`src/rtl/barrier_sequencer.sv`:
```
// Round sequencer for the barrier sprites: launches one barrier per round, books dodges/collisions.
// Optional build macro BARRIER_SEQ_ESCALATE_EN shortens the inter-round gap as the score grows.
module barrier_sequencer #(
  parameter int unsigned GAP_FRAMES     = 30,
  parameter int unsigned HIT_FRAMES     = 4,
  parameter int unsigned TIMEOUT_FRAMES = 64,
  parameter logic [1:0]  START_LIVES    = 2'd3,
  parameter logic [15:0] LFSR_SEED      = 16'hACE1
) (
  input  logic        i_clk,
  input  logic        i_rst,
  input  logic        i_v_sync,
  input  logic        i_start,
  input  logic [2:0]  i_in_position,
  input  logic [2:0]  i_overlap,
  output logic [2:0]  o_active,
  output logic [15:0] o_score,
  output logic [1:0]  o_lives,
  output logic        o_collision,
  output logic        o_game_over
);

  typedef enum logic [2:0] {
    S_IDLE,
    S_GAP,
    S_LAUNCH,
    S_APPROACH,
    S_HIT,
    S_RETIRE,
    S_GAME_OVER
  } state_t;

  state_t      state, state_nxt;
  logic        vsync_p0, vsync_p1, vsync_p2;
  logic        frame_tick;
  logic [15:0] lfsr;
  logic        lfsr_fb;
  logic [15:0] frame_cnt, frame_cnt_nxt, cnt_inc;
  logic [15:0] gap_len;
  logic        coll_flag, coll_flag_nxt;
  logic [2:0]  active_nxt;
  logic [15:0] score_nxt;
  logic [1:0]  lives_nxt;
  logic        coll_nxt;
  logic        lane_pos, lane_ovl;

  function automatic logic [1:0] lane_from_lfsr(input logic [1:0] r);
    return (r == 2'd3) ? 2'd1 : r;
  endfunction

  function automatic logic [2:0] lane_onehot(input logic [1:0] l);
    return 3'b001 << l;
  endfunction

  function automatic logic [15:0] score_sat_inc(input logic [15:0] s);
    return (s == 16'hFFFF) ? s : s + 16'd1;
  endfunction

  function automatic logic [1:0] lives_dec(input logic [1:0] l);
    return (l == 2'd0) ? 2'd0 : l - 2'd1;
  endfunction

`ifdef BARRIER_SEQ_ESCALATE_EN
  // Two frames shaved off per eight dodges, never below an 8-frame gap.
  function automatic logic [15:0] gap_for_score(input logic [15:0] s);
    logic [16:0] dec;
    logic [16:0] base;
    dec  = {3'b000, s[15:3], 1'b0};
    base = 17'(GAP_FRAMES);
    if (base < dec + 17'd8) return 16'd8;
    return 16'(base - dec);
  endfunction

  assign gap_len = gap_for_score(o_score);
`else
  assign gap_len = 16'(GAP_FRAMES);
`endif

  // v_sync synchronizer stages and edge detect
  always_ff @(posedge i_clk) begin
    if (i_rst) begin
      vsync_p0 <= 1'b0;
      vsync_p1 <= 1'b0;
      vsync_p2 <= 1'b0;
    end else begin
      vsync_p0 <= i_v_sync;
      vsync_p1 <= vsync_p0;
      vsync_p2 <= vsync_p1;
    end
  end

  assign frame_tick = vsync_p1 & ~vsync_p2;

  assign lfsr_fb = lfsr[15] ^ lfsr[13] ^ lfsr[12] ^ lfsr[10];

  always_ff @(posedge i_clk) begin
    if (i_rst) lfsr <= LFSR_SEED;
    else       lfsr <= {lfsr[14:0], lfsr_fb};
  end

  // o_active holds the latched lane one-hot for the whole round
  assign lane_pos = |(i_in_position & o_active);
  assign lane_ovl = |(i_overlap & o_active);
  assign cnt_inc  = frame_cnt + 16'd1;

  always_comb begin
    state_nxt     = state;
    frame_cnt_nxt = frame_cnt;
    coll_flag_nxt = coll_flag;
    active_nxt    = o_active;
    score_nxt     = o_score;
    lives_nxt     = o_lives;
    coll_nxt      = 1'b0;
    case (state)
      S_IDLE, S_GAME_OVER: begin
        active_nxt = 3'b000;
        if (i_start) begin
          score_nxt     = 16'd0;
          lives_nxt     = START_LIVES;
          frame_cnt_nxt = 16'd0;
          state_nxt     = S_GAP;
        end
      end
      S_GAP: begin
        if (frame_tick) begin
          if (cnt_inc >= gap_len) begin
            frame_cnt_nxt = 16'd0;
            state_nxt     = S_LAUNCH;
          end else begin
            frame_cnt_nxt = cnt_inc;
          end
        end
      end
      S_LAUNCH: begin
        active_nxt    = lane_onehot(lane_from_lfsr(lfsr[1:0]));
        frame_cnt_nxt = 16'd0;
        coll_flag_nxt = 1'b0;
        state_nxt     = S_APPROACH;
      end
      S_APPROACH: begin
        // Arrival takes priority over a timeout tick in the same cycle.
        if (lane_pos) begin
          frame_cnt_nxt = 16'd0;
          state_nxt     = S_HIT;
        end else if (frame_tick) begin
          if (cnt_inc >= 16'(TIMEOUT_FRAMES)) begin
            frame_cnt_nxt = 16'd0;
            active_nxt    = 3'b000;
            state_nxt     = S_RETIRE;
          end else begin
            frame_cnt_nxt = cnt_inc;
          end
        end
      end
      S_HIT: begin
        if (lane_ovl) coll_flag_nxt = 1'b1;
        if (frame_tick) begin
          if (cnt_inc >= 16'(HIT_FRAMES)) begin
            frame_cnt_nxt = 16'd0;
            active_nxt    = 3'b000;
            state_nxt     = S_RETIRE;
            if (coll_flag | lane_ovl) begin
              lives_nxt = lives_dec(o_lives);
              coll_nxt  = 1'b1;
            end else begin
              score_nxt = score_sat_inc(o_score);
            end
          end else begin
            frame_cnt_nxt = cnt_inc;
          end
        end
      end
      S_RETIRE: begin
        // Two inactive frames so the barrier sees an inactive v_sync edge.
        active_nxt = 3'b000;
        if (frame_tick) begin
          if (cnt_inc >= 16'd2) begin
            frame_cnt_nxt = 16'd0;
            state_nxt     = (o_lives == 2'd0) ? S_GAME_OVER : S_GAP;
          end else begin
            frame_cnt_nxt = cnt_inc;
          end
        end
      end
      default: begin
        active_nxt = 3'b000;
        state_nxt  = S_IDLE;
      end
    endcase
  end

  always_ff @(posedge i_clk) begin
    if (i_rst) begin
      state       <= S_IDLE;
      frame_cnt   <= 16'd0;
      coll_flag   <= 1'b0;
      o_active    <= 3'b000;
      o_score     <= 16'd0;
      o_lives     <= 2'd0;
      o_collision <= 1'b0;
      o_game_over <= 1'b0;
    end else begin
      state       <= state_nxt;
      frame_cnt   <= frame_cnt_nxt;
      coll_flag   <= coll_flag_nxt;
      o_active    <= active_nxt;
      o_score     <= score_nxt;
      o_lives     <= lives_nxt;
      o_collision <= coll_nxt;
      o_game_over <= (state_nxt == S_GAME_OVER);
    end
  end

endmodule

```
`config.mk`:
```
export PLATFORM = sky130hd
export DESIGN_NAME = barrier_sequencer
export DESIGN_NICKNAME = d
export VERILOG_FILES = /design/src/rtl/barrier_sequencer.sv
export SDC_FILE = /design/constraint.sdc
export NUM_CORES = 1
export LEC_CHECK = 0
export ABC_AREA = 1
export CAP_MARGIN = 0
export CORE_ASPECT_RATIO = 1.75
export CORE_MARGIN = 4
export CORE_UTILIZATION = 55
export CTS_BUF_LIST = sky130_fd_sc_hd__clkbuf_4 sky130_fd_sc_hd__clkbuf_8
export DETAILED_ROUTE_END_ITERATION = 7
export PLACE_DENSITY = 0.77
export SYNTH_ARGS = -nofsm -noshare
export SYNTH_HDL_FRONTEND = slang
export SYNTH_SLANG_ARGS = --single-unit
```
`constraint.sdc`:
```
create_clock -name i_clk -period 3.59 [get_ports i_clk]
set_input_delay 0.5385 -clock i_clk [delete_from_list [all_inputs] [get_ports i_clk]]
set_output_delay 0.5385 -clock i_clk [all_outputs]
set_load 0.01 [all_outputs]
```
; After elaboration in Yosys (flattened, before gate mapping)
; Cells that the tools add are included.
[op_classes]
n_addsub = 3
order_cmp = 4
muxes = 44
n_eq_ne = 22
shifts = 1
n_reduce_logical = 14
bitwise_logic = 12
[ops]
columns = cell, count
row1 = 16-bit two-way mux, 14
row2 = 16-bit one-hot mux with 6 select lines, 1
row3 = 3-bit two-way mux, 16
row4 = 16-bit by 1-bit adder with 16-bit output (second input constant), 2
row5 = 16-bit one-hot mux with 2 select lines, 1
row6 = 2-bit inequality test (second input constant), 12
row7 = 3-bit one-hot mux with 6 select lines, 1
row8 = 6-bit AND reduction, 3
row9 = 16-bit == test (second input constant), 1
row10 = 16-bit by 2-bit greater-or-equal comparator with 1-bit output (second input constant), 1
row11 = 16-bit by 3-bit greater-or-equal comparator with 1-bit output (second input constant), 1
row12 = 16-bit by 5-bit greater-or-equal comparator with 1-bit output (second input constant), 1
row13 = 16-bit by 7-bit greater-or-equal comparator with 1-bit output (second input constant), 1
row14 = 3-bit == test (second input constant), 4
row15 = 2-bit two-way mux, 6
row16 = 3-bit one-hot mux with 4 select lines, 1
row17 = 3-bit AND, 2
row18 = 3-bit by 2-bit == test with 1-bit output (second input constant), 2
row19 = 6-bit nonzero test, 1
row20 = 3-bit OR reduction, 2
row21 = 1-bit NOT, 5
row22 = 5-bit AND reduction, 1
row23 = 2-bit one-hot mux with 2 select lines, 1
row24 = 2-bit nonzero test, 2
row25 = other kinds (15), 18
[word_totals]
wordCells = 112
input_bits = 10
out_inout_bits = 23
regBits = 62

; Longest topological paths before layout
; Gate-level depths: netlist of the first run.
[depth]
ltp_word = 7
mapped_depth = 16
mapped_depth_nobuf = 16

; Worst setup path before layout of the first run
; Ideal clock, no wire load.
[synth_timing]
path_type = reg2reg
startpoint = reg frame_cnt[1]
endpoint = reg o_score[5]
stages_incl_launch_ff = 12
arrival_time_ns = 1.879
slack_ns = 1.578
n_path_buf = 1
cell_sequence = dfxtp_1 ha_1 nand2_1 nor2_1 nand2_1 nand2_1 nand3_1 nor3_4 nand4_4 clkbuf_1 nand4_1 a21oi_1
[synth_between]
elab_chain_cells = 4
[synth_rtl]
columns = item, line
row1 = start: declaration, 38  ; logic [15:0] frame_cnt, frame_cnt_nxt, cnt_inc;
row2 = start signal: assignment, 204  ; frame_cnt <= frame_cnt_nxt;
row3 = 16-bit by 1-bit adder with 16-bit output, 104  ; assign cnt_inc = frame_cnt + 16'd1;
row4 = 16-bit by 3-bit greater-or-equal comparator with 1-bit output, 158  ; if (cnt_inc >= 16'(HIT_FRAMES)) begin
row5 = 2-bit inequality test (no line), n/a
row6 = 6-bit AND reduction (no line), n/a
row7 = end signal: assignment, 207  ; o_score <= score_nxt;
row8 = end: declaration, 17  ; output logic [15:0] o_score,
; No other way between the ends.
; A chain may end at the register's enable or synchronous reset.

; Final worst setup path of the first run
[layout_timing]
startpoint = reg frame_cnt[1]
endpoint = reg o_score[3]
; The elaborated chain is that of the path after synthesis.

==> results of run 1 <==
cell families after synthesis:
group	after synthesis
compound gates	44
xor+xnor	16
fa+ha+maj	3
buf+inv	74
flops	62
simple gates	305
power by group:
part           leakage [µW]  switching (µW)  internal, µW
logic              0.000978            73.0          43.4
clock network      0.000108             287           407
registers          0.000506            12.4           707
total               0.00159             372          1160
worst register-to-register path, delay by kind of cell, from the launching register on:
family | cells | cell delay (ns)
AO/OA/AOI/OAI | 2 | 0.29
adder cells (fa/ha/maj) | 1 | 0.23
flip-flops | 1 | 0.39
AND/OR/NAND/NOR | 8 | 1.60
sequential cells by signal, summed over array words and instances, names as in the netlist:
signal,count
o_game_over,1
lfsr,16
o_collision,1
o_active,3
vsync_p1,1
vsync_p2,1
o_score,16
frame_cnt,16
o_lives,2
state,3
vsync_p0,1
coll_flag,1
synth_stat cells:
master	count	area, µm²
nor3b_1	1	7.510
nand2_4	1	11.26
nand4_1	23	143.9
nor3_1	19	95.09
a21oi_1	29	145.1
xnor2_1	3	26.28
nor2_2	3	18.77
nand3b_1	1	7.510
nand3_1	48	240.2
nand2_1	123	461.7
inv_1	62	232.7
nor3_4	1	16.27
o21ai_0	10	50.05
inv_2	1	3.750
nand4_4	1	21.27
o21ai_2	1	8.760
a31oi_1	1	6.260
dfxtp_1	62	1241
xor2_1	13	113.9
nor2_4	3	33.78
nand3_2	1	10.01
o211ai_1	1	7.510
buf_8	1	15.01
and3_1	1	6.260
nor2_1	69	259.0
or2_2	7	43.79
nand2_2	2	12.51
buf_2	1	5.000
nor4_4	1	21.27
ha_1	3	37.54
clkbuf_1	9	33.78
o21bai_1	2	15.01
layer usage:
metal	global-route usage, %	vias up
met5	0	-
met4	14.63	0
met3	6.795	31
met2	45.34	105
met1	26.35	1582
li1	-	1696
layout make-up:
cell class              count  share of cell area (%)
well taps                  78                   2.467
inverters                  63                   5.977
clock buffers              10                   3.479
flip-flops and latches     62                   31.37
clock inverters             6                   2.151
repair buffers             35                   8.539
multi-input cells         368                   46.02
placed cells by master (no fill, tap or decap):
cell,n
nand2_1,123
nor2_1,69
inv_1,62
dfxtp_1,62
nand3_1,48
clkdlybuf4s50_1,31
a21oi_1,29
nand4_1,23
nor3_1,19
xor2_1,13
o21ai_0,10
clkbuf_8,10
or2_2,7
nor2_4,3
nor2_2,3
xnor2_1,3
ha_1,3
buf_4,3
nand2_2,2
o21bai_1,2
clkinv_2,2
clkinvlp_4,2
bufinv_16,2
o21ai_2,1
nor3_4,1
nand3_2,1
nand4_4,1
nor4_4,1
nand2_4,1
a31oi_1,1
inv_2,1
and3_1,1
o211ai_1,1
nand3b_1,1
nor3b_1,1
buf_2,1
through the flow:
stage               instances  setup WS (ns)  area, µm²
finish                    622          1.027       3956
global route              622         0.7958       3956
global placement          606         0.9726       3734
CTS                       622          1.044       3956
floorplan                 504          1.578       3352
detailed placement        606         0.8978       3734
worst paths after layout:
path | start | endpoint
min | vsync_p0$_SDFF_PP0_ | vsync_p1$_SDFF_PP0_
max reg2reg | frame_cnt[1]$_SDFFE_PP0P_ | o_score[3]$_SDFFE_PP0P_
max | frame_cnt[1]$_SDFFE_PP0P_ | o_score[3]$_SDFFE_PP0P_
min reg2reg | vsync_p0$_SDFF_PP0_ | vsync_p1$_SDFF_PP0_
==> key figures, run 1 <==
Status
  – Status: finished clean

Synthesis
  – Post-synthesis adder-cell area fraction: ~1.1%
  – Post-synthesis compound-gate area fraction: 6.943%
  – Synthesized cell area: around 3400 µm²
  – Simple logic cell fraction of the synthesized area: 42.07%
  – Warnings, synthesis: 0
  – Xor and xnor fraction of the mapped netlist area: 4.181%
  – Cell variety after synth: 32
  – Largest family of logic cells by synthesized area: simple AND/OR/NAND/NOR gates
  – Post-Syn Nets: between 500 and 600
  – Synthesized flop and latch total: slightly above 60
  – Post-Syn Instances: between 500 and 600
  – Avg Cell Area, Syn: approximately 6.7 µm²
  – Sequential area share after synthesis: between 30% and 40%
  – Multiplexer share of the synthesized area: 0%

Clocking
  – # hold bufs at CTS: 0
  – CTS clk-pin slew, worst paths: 0.07 ns
  – Root buf cell: clkbuf_8
  – CTS max path bufs: 2
  – Num CTS Buffers: 9
  – Worst-Skew Late Latency: around 0.36 ns
  – CTS resizes: 0
  – CTS tree: done
  – Htree depth: 3
  – Sink Count: a little over 60
  – Setup Fix Bufs, Post-CTS: 0

Final layout
  – Nets@finish: 552
  – Diodes inserted: 0
  – Multi-input gate area: 1821 µm²
  – Seq. cell area: 1241 µm²
  – Area growth from synthesis to layout: 18.03%
  – Core Util, Final: between 60% and 70%
  – Fill count: 539
  – Share of cells above drive strength 1: under 10%

Power
  – Lkg Pwr: around 0.0016 µW
  – VDD IR max: 0.3566 mV
  – Design Power: ~1500 µW
  – Power Dens Cells: a little under 400 nW/µm²

Global route
  – Grt total ovfl: 0
  – Initial antenna violation count: 0
  – Total Routing Usage GR: between 20% and 30%
  – Largest net degree at the start of global routing: 40
  – Vias in the first global route: ~3400
  – First-pass GRT wire length: 14.80 mm

STA
  – RSZ-0062 raised after global routing: no
  – Worst hold slack: 0.4048 ns
  – Final setup vio count: 0
  – Maximum operating frequency: a little under 400 MHz
  – Worst Tran Pin Value: approximately 0.55 ns
  – Final period util: a little under three quarters
  – Skew final: 0.006634 ns
  – Min Clock Period, post-route: roughly 2.6 ns
  – Setup TNS: 0 ns
  – Slew margin rel.: 63.25%
  – Final hold viol count: 0
  – Count of pins over their slew limit: 0

Routing
  – Iter 0 DRT Violations: about 180
  – First-pass DRT Iterations: 5
  – Max layer used: met4
  – Vias: ~3400
  – Wire per inst: roughly 14 µm
  – Vias/cell: roughly 5.5
  – Post-Route M1 WL: ~3.4 mm
  – DR WL met3: between 300 and 400 µm
  – Final WL: roughly 9 mm
  – DRC violation count after routing: 0
  – Post-DRT Antenna Nets: 0
  – Met2 routed WL: just under 5 mm

Worst setup path
  – Max FO, Critical Path: 19
  – Reg-to-reg slack, setup: about 1 ns
  – WS Path Type: reg -> reg
  – Data arrival, critical path: about 2.9 ns
  – Worst setup SP type: flop
  – Crit-path slowest cell: dfxtp_1
  – Critical path depth: 11
  – Worst path cell trace: ha_1, nand2_1, nor2_1, nand4_1, nand2_1, nand3_1, nor2_2, nand4_4, nand2_4, o21ai_0, a21oi_1
  – CP Capture Type: flop
  – Crit path buffers/inverters: 0
  – Crit path max-delay family: simple AND/OR/NAND/NOR gates
  – CP peak stage delay: about 0.4 ns
  – Cell count of the worst reg-to-reg path: 11
  – Worst Path Required: between 3 and 4 ns
  – Most used cell, CP: nand2_1

Die
  – Core area: around 5900 µm²
  – Die H: 111.3 µm
  – Ports: 33
  – Full die area: ~7500 µm²
  – Site Rows: 37
  – Die width: ~67 µm
  – Initial Util: between 50 and 60%

Worst hold path
  – Hold Crit Class: reg -> reg
  – Hold Path Depth: 2

Placement
  – Gpl congestion: between 0.9 and 1
  – Hpwl dp: 6.541 mm
  – IO buf count: 32

Flow run
  – Max-cap violations: 0
Note: power is estimated with default switching activity, not from simulation.
==> inputs of run 2 (changes only) <==
--- a/config.mk
+++ b/config.mk
@@ -9,10 +9,10 @@
 export CAP_MARGIN = 0
 export CORE_ASPECT_RATIO = 1.75
 export CORE_MARGIN = 4
-export CORE_UTILIZATION = 55
+export CORE_UTILIZATION = 53
 export CTS_BUF_LIST = sky130_fd_sc_hd__clkbuf_4 sky130_fd_sc_hd__clkbuf_8
 export DETAILED_ROUTE_END_ITERATION = 7
-export PLACE_DENSITY = 0.77
+export PLACE_DENSITY = 0.78
 export SYNTH_ARGS = -nofsm -noshare
 export SYNTH_HDL_FRONTEND = slang
 export SYNTH_SLANG_ARGS = --single-unit
==> constraint.sdc (replaced) <==
create_clock -name i_clk -period 2.2 [get_ports i_clk]
set_input_delay 0.33 -clock i_clk [delete_from_list [all_inputs] [get_ports i_clk]]
set_output_delay 0.33 -clock i_clk [all_outputs]
set_load 0.01 [all_outputs]
==> key figures, run 2 (synthesis results as in run 1) <==
Routing
  – Vias/cell: around 5.5
  – Iter 0 DRT Violations: about 240
  – Post-DRT Antenna Nets: 0
  – First-pass DRT Iterations: 8
  – DRC violation count after routing: 2
  – Vias: 3620
  – Final WL: 9.581 mm
  – Wire per inst: 14.65 µm

Die
  – Die width: approximately 68 µm
  – Initial Util: 54.23%
  – Die H: roughly 110 µm
  – Site Rows: 38
  – Full die area: just under 8000 µm²
  – Ports: 33
  – Core area: between 6000 and 7000 µm²

Global route
  – Vias in the first global route: approximately 3600
  – Grt total ovfl: 0
  – Total Routing Usage GR: between 20% and 30%
  – Initial antenna violation count: 0
  – First-pass GRT wire length: 15.37 mm
  – Largest net degree at the start of global routing: 33

Placement
  – IO buf count: 32
  – Setup WS pre-CTS: approximately 0.015 ns
  – Hpwl dp: slightly below 7 mm
  – DP Area: ~4000 µm²
  – Gpl congestion: just under 1

Status
  – Violated checks: design-rule violations
  – Status: complete, but fails checks

Final layout
  – Nets@finish: approximately 580
  – Share of cells above drive strength 1: between 15 and 20%
  – Diodes inserted: 0
  – Design area: 4322 µm²
  – Leading cell type in the layout, fill and taps excluded: nand2_1
  – Most frequent cells in the layout: 115 x nand2_1, 61 x inv_1, 61 x nor2_1, 55 x dfxtp_1, 43 x nand3_1
  – Biggest regs: frame_cnt (16), lfsr (16), o_score (16)
  – Area growth from synthesis to layout: 28.93%
  – Fill count: approximately 540
  – Core Util, Final: a little over two thirds

Worst setup path
  – Crit-path slowest cell: dfxtp_2
  – Max FO, Critical Path: 6
  – Worst Path Required: ~2.4 ns
  – Worst setup SP type: flop
  – Data arrival, critical path: between 2 and 2.5 ns
  – CP Capture Type: flop
  – WS Path Type: reg -> reg
  – Reg-to-reg slack, setup: 0.1 ns
  – Most used cell, CP: nand2_1
  – Worst path cell trace: ha_4, nand2_1, nor2_1, buf_4, nand3_1, nand2_1, nand3_2, nor2_4, nand3_2, inv_2, buf_4, nand2_1, nand2_2, nand3_1, nor2_2, nor2_1
  – CP peak stage delay: between 0.3 and 0.4 ns
  – Crit path max-delay family: simple AND/OR/NAND/NOR gates
  – Crit path buffers/inverters: 3

Clocking
  – Sink Count: 62
  – Root buf cell: clkbuf_8
  – CTS clk-pin slew, worst paths: roughly 0.07 ns
  – Worst-Skew Late Latency: between 0.3 and 0.4 ns
  – CTS max path bufs: 2
  – Num CTS Buffers: 9
  – # hold bufs at CTS: 0
  – Htree depth: 3
  – CTS tree: done

STA
  – Final period util: between 90 and 100%
  – Skew final: around 0.0063 ns
  – Slew margin rel.: 71.52%
  – Count of pins over their slew limit: 0
  – Final setup vio count: 0
  – Min Clock Period, post-route: about 2.1 ns
  – Setup TNS: 0 ns
  – Final worst slack: 0.09513 ns
  – Final hold viol count: 0
  – Maximum operating frequency: around 480 MHz
  – Worst Tran Pin Value: 0.4258 ns

Power
  – Power Dens Cells: ~590 nW/µm²
  – VDD IR max: slightly above 0.7 mV
  – Design Power: about 2500 µW
  – Lkg Pwr: about 0.0018 µW

Worst hold path
  – Hold Crit Class: in -> reg

Flow run
  – Max-cap violations: 0
-- run 2: changes by cell type in the layout (fill, tap and decap cells not counted), moves of 5 or more --
cell / delta
nand3_1: -5
buf_4: +29
nor2_1: -8
nor2_2: +5
nand2_2: +8
dfxtp_2: +6
dfxtp_1: -7
nand2_1: -8
-- run 2: routing by layer --
metal  up-vias  track usage [%]  wire (µm)
met3        60            6.753        483
met4         0            21.38        726
met2       162            44.65       5015
met5         -                0          0
met1      1642            24.92       3355
li1       1756                -          -
-- run 2: path summary, 6_finish.rpt --
kind / from / endpoint / cells after the start
worst max-delay path: frame_cnt[1]$_SDFFE_PP0P_ / state[0]$_SDFF_PP0_ / 16
worst min-delay path: i_rst / vsync_p1$_SDFF_PP0_ / 2
worst max register to register: frame_cnt[1]$_SDFFE_PP0P_ / state[0]$_SDFF_PP0_ / 16
worst min register to register: vsync_p0$_SDFF_PP0_ / vsync_p1$_SDFF_PP0_ / 2
-- run 2: area by class of cell --
cell class | instances | area (µm²) | share of cell area, %
multi-input combinational | 369 | 1942 | 44.93
sequential | 62 | 1252 | 28.98
timing repair buffer | 64 | 555.5 | 12.85
inverter | 63 | 239.0 | 5.530
clock buffer | 11 | 151.4 | 3.503
tap | 80 | 100.1 | 2.316
clock inverter | 5 | 81.33 | 1.882
-- run 2: per-stage QoR --
step,instances,hold slack (ns)
2_1_floorplan,504,0.3883
3_3_place_gp,631,0.3931
3_5_place_dp,631,0.3940
4_1_cts,647,0.3910
5_1_grt,654,0.4228
6_report,654,0.3886
-- run 2: report_power, final --
part	total (µW)	internal, µW	switching, µW
Combinational	219	88.9	130
Clock	1140	699	443
Sequential	1170	1150	18.3
-- run 2: repair_timing --
item                                    CTS  global route
gates cloned                              0             1
endpoints found under the setup margin    1            31
pin swaps                                 0            14
buffers inserted                          0             6
gates resized for setup                   1            37
